$ cat config.mk
export PLATFORM = sky130hd
export DESIGN_NAME = elevador_fsm_3pisos_flat
export DESIGN_NICKNAME = d
export VERILOG_FILES = /design/src/rtl/elevador_fsm_3pisos_if.sv /design/src/rtl/elevador_fsm_3pisos.sv /design/src/flat_wrapper.sv
export SDC_FILE = /design/constraint.sdc
export NUM_CORES = 1
export LEC_CHECK = 0
export CAP_MARGIN = 10
export CORE_ASPECT_RATIO = 1.1
export CORE_MARGIN = 5
export CORE_UTILIZATION = 59
export CTS_BUF_LIST = sky130_fd_sc_hd__clkbuf_16
export CTS_CLUSTER_DIAMETER = 100
export CTS_CLUSTER_SIZE = 28
export DETAILED_ROUTE_END_ITERATION = 8
export PLACE_DENSITY_LB_ADDON = 0.2
export SETUP_SLACK_MARGIN = 0.3
export SYNTH_ARGS = -nofsm -noshare
export SYNTH_HDL_FRONTEND = slang
export SYNTH_SLANG_ARGS = --single-unit
$ cat constraint.sdc
create_clock -name clock -period 3.95 [get_ports clock]
set_input_delay 0.9875 -clock clock [delete_from_list [all_inputs] [get_ports clock]]
set_output_delay 0.9875 -clock clock [all_outputs]
set_load 0.05 [all_outputs]
$ cat src/rtl/elevador_fsm_3pisos_if.sv
// Bundle of the elevator core's call inputs and its display, motor and door outputs.
interface elevador_fsm_3pisos_if;
  logic [2:0] call;
  logic       floor_i0;
  logic       floor_i1;
  logic       blink_en;
  logic       blink_clk;
  logic       motor_up;
  logic       motor_down;
  logic       door_open;
  logic [2:0] pending;

  modport master (
    output call,
    input  floor_i0, floor_i1, blink_en, blink_clk,
    input  motor_up, motor_down, door_open, pending
  );

  modport slave (
    input  call,
    output floor_i0, floor_i1, blink_en, blink_clk,
    output motor_up, motor_down, door_open, pending
  );
endinterface

$ cat src/rtl/elevador_fsm_3pisos.sv
// Three-floor elevator control core: latches calls, sequences travel and door
// dwell, tracks the floor and drives the blinking floor display.
module elevador_fsm_3pisos #(
  parameter int TRAVEL_CYCLES = 50_000_000,
  parameter int DOOR_CYCLES   = 100_000_000,
  parameter int BLINK_HALF    = 12_500_000
) (
  input logic                  clock,
  input logic                  reset,
  elevador_fsm_3pisos_if.slave bus
);
  localparam int TW = $clog2(TRAVEL_CYCLES);
  localparam int DW = $clog2(DOOR_CYCLES);
  // A half-period of one cycle still needs a one-bit counter.
  localparam int BW = (BLINK_HALF > 1) ? $clog2(BLINK_HALF) : 1;

  typedef enum logic [1:0] {IDLE, MOVE_UP, MOVE_DOWN, DOOR} state_t;

  state_t        state, state_n;
  logic [1:0]    floor, floor_n;
  logic [2:0]    pend, pend_n, clr;
  logic [TW-1:0] tcnt, tcnt_n;
  logic [DW-1:0] dcnt, dcnt_n;
  logic [BW-1:0] bcnt, bcnt_n;
  logic          blink, blink_n;
  logic          last_up, last_up_n;
  logic          moving, moving_n;
  logic          mup, mdn, dopen, ben;

  // Call-bit position of a floor code (floor1 -> bit0).
  function automatic logic [2:0] onehot(input logic [1:0] f);
    case (f)
      2'd1:    onehot = 3'b001;
      2'd2:    onehot = 3'b010;
      2'd3:    onehot = 3'b100;
      default: onehot = 3'b000;
    endcase
  endfunction

  function automatic logic above(input logic [2:0] p, input logic [1:0] f);
    case (f)
      2'd1:    above = |p[2:1];
      2'd2:    above = p[2];
      default: above = 1'b0;
    endcase
  endfunction

  function automatic logic below(input logic [2:0] p, input logic [1:0] f);
    case (f)
      2'd3:    below = |p[1:0];
      2'd2:    below = p[0];
      default: below = 1'b0;
    endcase
  endfunction

  // Next-state, travel/door counters and the service mask for pending calls.
  always_comb begin
    state_n   = state;
    floor_n   = floor;
    tcnt_n    = '0;
    dcnt_n    = '0;
    last_up_n = last_up;
    clr       = 3'b000;
    case (state)
      IDLE: begin
        if (|(pend & onehot(floor))) begin
          clr     = onehot(floor);
          state_n = DOOR;
        end else if (above(pend, floor) && (last_up || !below(pend, floor))) begin
          state_n = MOVE_UP;
        end else if (below(pend, floor)) begin
          state_n = MOVE_DOWN;
        end
      end
      MOVE_UP: begin
        if (tcnt == TW'(TRAVEL_CYCLES - 1)) begin
          floor_n   = floor + 2'd1;
          last_up_n = 1'b1;
          if (|(pend & onehot(floor_n))) begin
            clr     = onehot(floor_n);
            state_n = DOOR;
          end else if (!above(pend, floor_n)) begin
            state_n = IDLE;
          end
        end else begin
          tcnt_n = tcnt + TW'(1);
        end
      end
      MOVE_DOWN: begin
        if (tcnt == TW'(TRAVEL_CYCLES - 1)) begin
          floor_n   = floor - 2'd1;
          last_up_n = 1'b0;
          if (|(pend & onehot(floor_n))) begin
            clr     = onehot(floor_n);
            state_n = DOOR;
          end else if (!below(pend, floor_n)) begin
            state_n = IDLE;
          end
        end else begin
          tcnt_n = tcnt + TW'(1);
        end
      end
      DOOR: begin
        // Any call for this floor while open is absorbed and re-arms the dwell.
        clr = onehot(floor);
        if (|(bus.call & onehot(floor))) begin
          dcnt_n = '0;
        end else if (dcnt == DW'(DOOR_CYCLES - 1)) begin
          state_n = IDLE;
        end else begin
          dcnt_n = dcnt + DW'(1);
        end
      end
      default: state_n = IDLE;
    endcase
    pend_n = (pend | bus.call) & ~clr;
  end

  // Blink wave: restarts high on motion entry, free-runs across floor passes.
  always_comb begin
    moving   = (state == MOVE_UP) || (state == MOVE_DOWN);
    moving_n = (state_n == MOVE_UP) || (state_n == MOVE_DOWN);
    blink_n  = 1'b1;
    bcnt_n   = '0;
    if (moving && moving_n) begin
      if (bcnt == BW'(BLINK_HALF - 1)) begin
        blink_n = ~blink;
      end else begin
        blink_n = blink;
        bcnt_n  = bcnt + BW'(1);
      end
    end
  end

  // Core state registers.
  always_ff @(posedge clock or posedge reset) begin
    if (reset) begin
      state   <= IDLE;
      floor   <= 2'd1;
      pend    <= 3'b000;
      tcnt    <= '0;
      dcnt    <= '0;
      bcnt    <= '0;
      blink   <= 1'b1;
      last_up <= 1'b1;
    end else begin
      state   <= state_n;
      floor   <= floor_n;
      pend    <= pend_n;
      tcnt    <= tcnt_n;
      dcnt    <= dcnt_n;
      bcnt    <= bcnt_n;
      blink   <= blink_n;
      last_up <= last_up_n;
    end
  end

  // Drive outputs registered from the next state so they change with the state.
  always_ff @(posedge clock or posedge reset) begin
    if (reset) begin
      mup   <= 1'b0;
      mdn   <= 1'b0;
      dopen <= 1'b0;
      ben   <= 1'b0;
    end else begin
      mup   <= (state_n == MOVE_UP);
      mdn   <= (state_n == MOVE_DOWN);
      dopen <= (state_n == DOOR);
      ben   <= moving_n;
    end
  end

  assign bus.floor_i0   = floor[0];
  assign bus.floor_i1   = floor[1];
  assign bus.pending    = pend;
  assign bus.motor_up   = mup;
  assign bus.motor_down = mdn;
  assign bus.door_open  = dopen;
  assign bus.blink_en   = ben;
  assign bus.blink_clk  = blink;
endmodule

$ cat src/flat_wrapper.sv
// flat-port wrapper written by rule: the top's interface ports become plain ports
module elevador_fsm_3pisos_flat 
#(
  parameter int TRAVEL_CYCLES = 50_000_000,
  parameter int DOOR_CYCLES   = 100_000_000,
  parameter int BLINK_HALF    = 12_500_000
)
  (clock, reset, bus_call, bus_floor_i0, bus_floor_i1, bus_blink_en, bus_blink_clk, bus_motor_up, bus_motor_down, bus_door_open, bus_pending);
  elevador_fsm_3pisos_if bus_i ();
  input logic clock;
  input logic reset;
  input wire logic [$bits(bus_i.call)-1:0] bus_call;
  output wire logic [$bits(bus_i.floor_i0)-1:0] bus_floor_i0;
  output wire logic [$bits(bus_i.floor_i1)-1:0] bus_floor_i1;
  output wire logic [$bits(bus_i.blink_en)-1:0] bus_blink_en;
  output wire logic [$bits(bus_i.blink_clk)-1:0] bus_blink_clk;
  output wire logic [$bits(bus_i.motor_up)-1:0] bus_motor_up;
  output wire logic [$bits(bus_i.motor_down)-1:0] bus_motor_down;
  output wire logic [$bits(bus_i.door_open)-1:0] bus_door_open;
  output wire logic [$bits(bus_i.pending)-1:0] bus_pending;
  assign bus_i.call = bus_call;
  assign bus_floor_i0 = bus_i.floor_i0;
  assign bus_floor_i1 = bus_i.floor_i1;
  assign bus_blink_en = bus_i.blink_en;
  assign bus_blink_clk = bus_i.blink_clk;
  assign bus_motor_up = bus_i.motor_up;
  assign bus_motor_down = bus_i.motor_down;
  assign bus_door_open = bus_i.door_open;
  assign bus_pending = bus_i.pending;
  elevador_fsm_3pisos #(.TRAVEL_CYCLES(TRAVEL_CYCLES), .DOOR_CYCLES(DOOR_CYCLES), .BLINK_HALF(BLINK_HALF)) u_core (.clock(clock), .reset(reset), .bus(bus_i));
endmodule
==> metrics.txt <==
status finished clean; PwrDens 339.2 nW/µm²; DP HPWL 6088 µm; worst hold path type reg -> reg; r2r setup slk 720 ps; CP arrival 3540 ps; slowest stage cell, crit path o41ai_2; Max Root-Sink Buffers 2; post-route ant nets 0; die area 10010 µm²; Mapped Area 4783 µm²; register area 2256 µm²; Seq cells post-synth 90; number of placed cells counting well taps 600; Synth area leader dfrtp_1; cells along the critical path clkdlybuf4s50_1 -> a222oi_1 -> inv_1 -> o41ai_2 -> o211ai_1 -> a21o_1 -> ha_1 -> inv_1 -> nand3b_2 -> buf_4 -> nor2_1; global-route wire length before repair 16130 µm; clk sink count 90; Port Buf Inserts 14; met3 Use GR 2.605%; TNS Setup 0 ps; initial antenna violation count 0; routed vias 3502; WL final 9014 µm; Layout area overhead 11.30%; grt peak-use layer met2; sequential-to-total area share from yosys stat 47.16%; DIE HEIGHT 104.4 µm; filler instances 655; met2 Use GR 32.44%; Final Slew Violations 0; total power 1806 µW; GRT met1 Usage 26.17%; Mapped Cells 487; RSZ-0062 raised after global routing no; ys async rst share 100.0%; Finished Core Util 67.28%; Residual DRC 0; Tcrit/Tclk final 84.12%; most common cell after layout, fill and taps aside nor2_1; syn_area_per_cell 9.822 µm²; wire per inst 14.63 µm; CTS buffer count 9; Worst-Margin Slew 909.1 ps; die width 95.85 µm; routed vias/inst 5.685; Ant. Diodes 0; multi-input logic area 2386 µm²; Initial Util 60.45%; clock slew at reported path FFs 70 ps; post_cts resized 0; core area 7913 µm²; Post-CTS Setup Repair Bufs 0; Leak 0.002215 µW; Non-Filler Instances 616; Buf/Inv on CP 4; CTS Root Cell clkbuf_16; top cells by area, synth dfrtp_1 46%, xnor2_1 9.5%, nor2_1 7.1%; std cell rows 34; Total GRT Usage 19.81%; Largest delay share family, worst path compound AO/OA/AOI/OAI gates; Yosys top cell area share 45.51%; Ports 15; largest net degree at the start of global routing 51; Hold Fails Final Rpt 0; # setup viols final 0; Pre-Repair DR Iteration Count 4; vias in the first global route 3529; kind of end point of the critical path flop; worst clock skew 11.29 ps; max-cap viol count 0; required time worst endpoint 4160 ps; synth warn 0; remaining global-route overflow 0; Setup Crit Path Kind in -> reg; crit-path max FO 24; critical path's largest stage delay 430 ps; clock latency on the worst-skew pair 340 ps; Slew HR 39.39%; layout cells sized above 1 7.283%; most frequent cells in the layout 90 x nor2_1, 87 x dfrtp_1, 52 x xnor2_1, 31 x nand2_1; ys flop type dfrtp_1; Max IR drop VDD 0.0002498 V; synth unique cells 49; GP Congestion 0.7783; CTS tree done; startpoint types primary input; H-tree levels 3; number of synthesized flops with an enable pin 0; Net Count, Synth 507; # hold bufs at CTS 0; post-layout min period 3323 ps; Fmax 301.0 MHz; Final nets 523; initial detailed-routing violation count 141; Critical Path Most Common Cell inv_1
[path summary, 6_finish.rpt]
check                                     start              endpoint  cells after the start
min in group asynchronous                 reset       u_core.dcnt[16]                      2
worst min register to register   u_core.dcnt[0]        u_core.dcnt[0]                      1
max in group asynchronous                 reset  u_core.bus.blink_clk                      3
worst max-delay path                bus_call[1]        u_core.bcnt[4]                     11
worst max register to register  u_core.floor[0]        u_core.bcnt[4]                     12
worst min-delay path             u_core.dcnt[0]        u_core.dcnt[0]                      1
[synthesized netlist by cell type, types with 3 or more instances]
library cell and number:
nor2_1 90, dfrtp_1 87, xnor2_1 52, nand2_1 31, nand3_1 22, xor2_1 22
inv_1 20, nor3_1 19, ha_1 15, nand4_1 14, nor4_1 12, and3_1 10
and4_1 10, buf_2 8, a21oi_1 6, and2_1 6, a22oi_1 5, o21ai_0 5
nand3_2 4, a222oi_1 3, dfstp_2 3, nor3b_1 3, o21a_1 3, o31ai_1 3
[flip-flops by register name (all words and copies together), names as in the netlist]
| signal | count |
|---|---|
| u_core.bcnt | 24 |
| u_core.bus.blink_clk | 1 |
| u_core.bus.blink_en | 1 |
| u_core.bus.door_open | 1 |
| u_core.bus.motor_down | 1 |
| u_core.bus.motor_up | 1 |
| u_core.bus.pending | 3 |
| u_core.dcnt | 27 |
| u_core.floor | 2 |
| u_core.last_up | 1 |
| u_core.state | 2 |
| u_core.tcnt | 26 |
[kinds of logic after synthesis]
logic type	after synthesis	synth area share (%)
flops	90	47.16
fa+ha+maj	15	3.924
compound gates	37	5.729
xor+xnor	74	13.55
simple gates	238	26.24
buf+inv	31	2.956
mux	2	0.4447
[per-layer routing]
layer / vias up / part of all wire, %
met5: - / 0
met4: 0 / 1.8
met3: 15 / 2.5
met2: 57 / 50
met1: 1717 / 46
li1: 1713 / -
[cell type report]
cell class,instances,share of cell area (%)
clock buffers,9,4.230
repair buffers,16,3.149
flip-flops and latches,90,42.37
inverters,20,1.434
well taps,108,2.538
clock inverters,7,1.457
multi-input cells,366,44.82
[stage by stage]
stage / setup slack [ps] / hold WS, ps / area, µm²
global placement: 349.9 / 465.9 / 5021
global route: 496.5 / 515.1 / 5324
CTS: 640.4 / 488.5 / 5324
floorplan: 632.2 / 447.9 / 4783
finish: 627.3 / 488.9 / 5324
detailed placement: 334.2 / 478.0 / 5021
[report_power, final]
part | switching [µW] | total, µW | internal [µW]
combinational | 18.1 | 23.8 | 5.66
clock | 366 | 861 | 495
sequential | 0.000000000000159 | 921 | 921
total | 384 | 1810 | 1420
(Power assumes the default switching activity.)
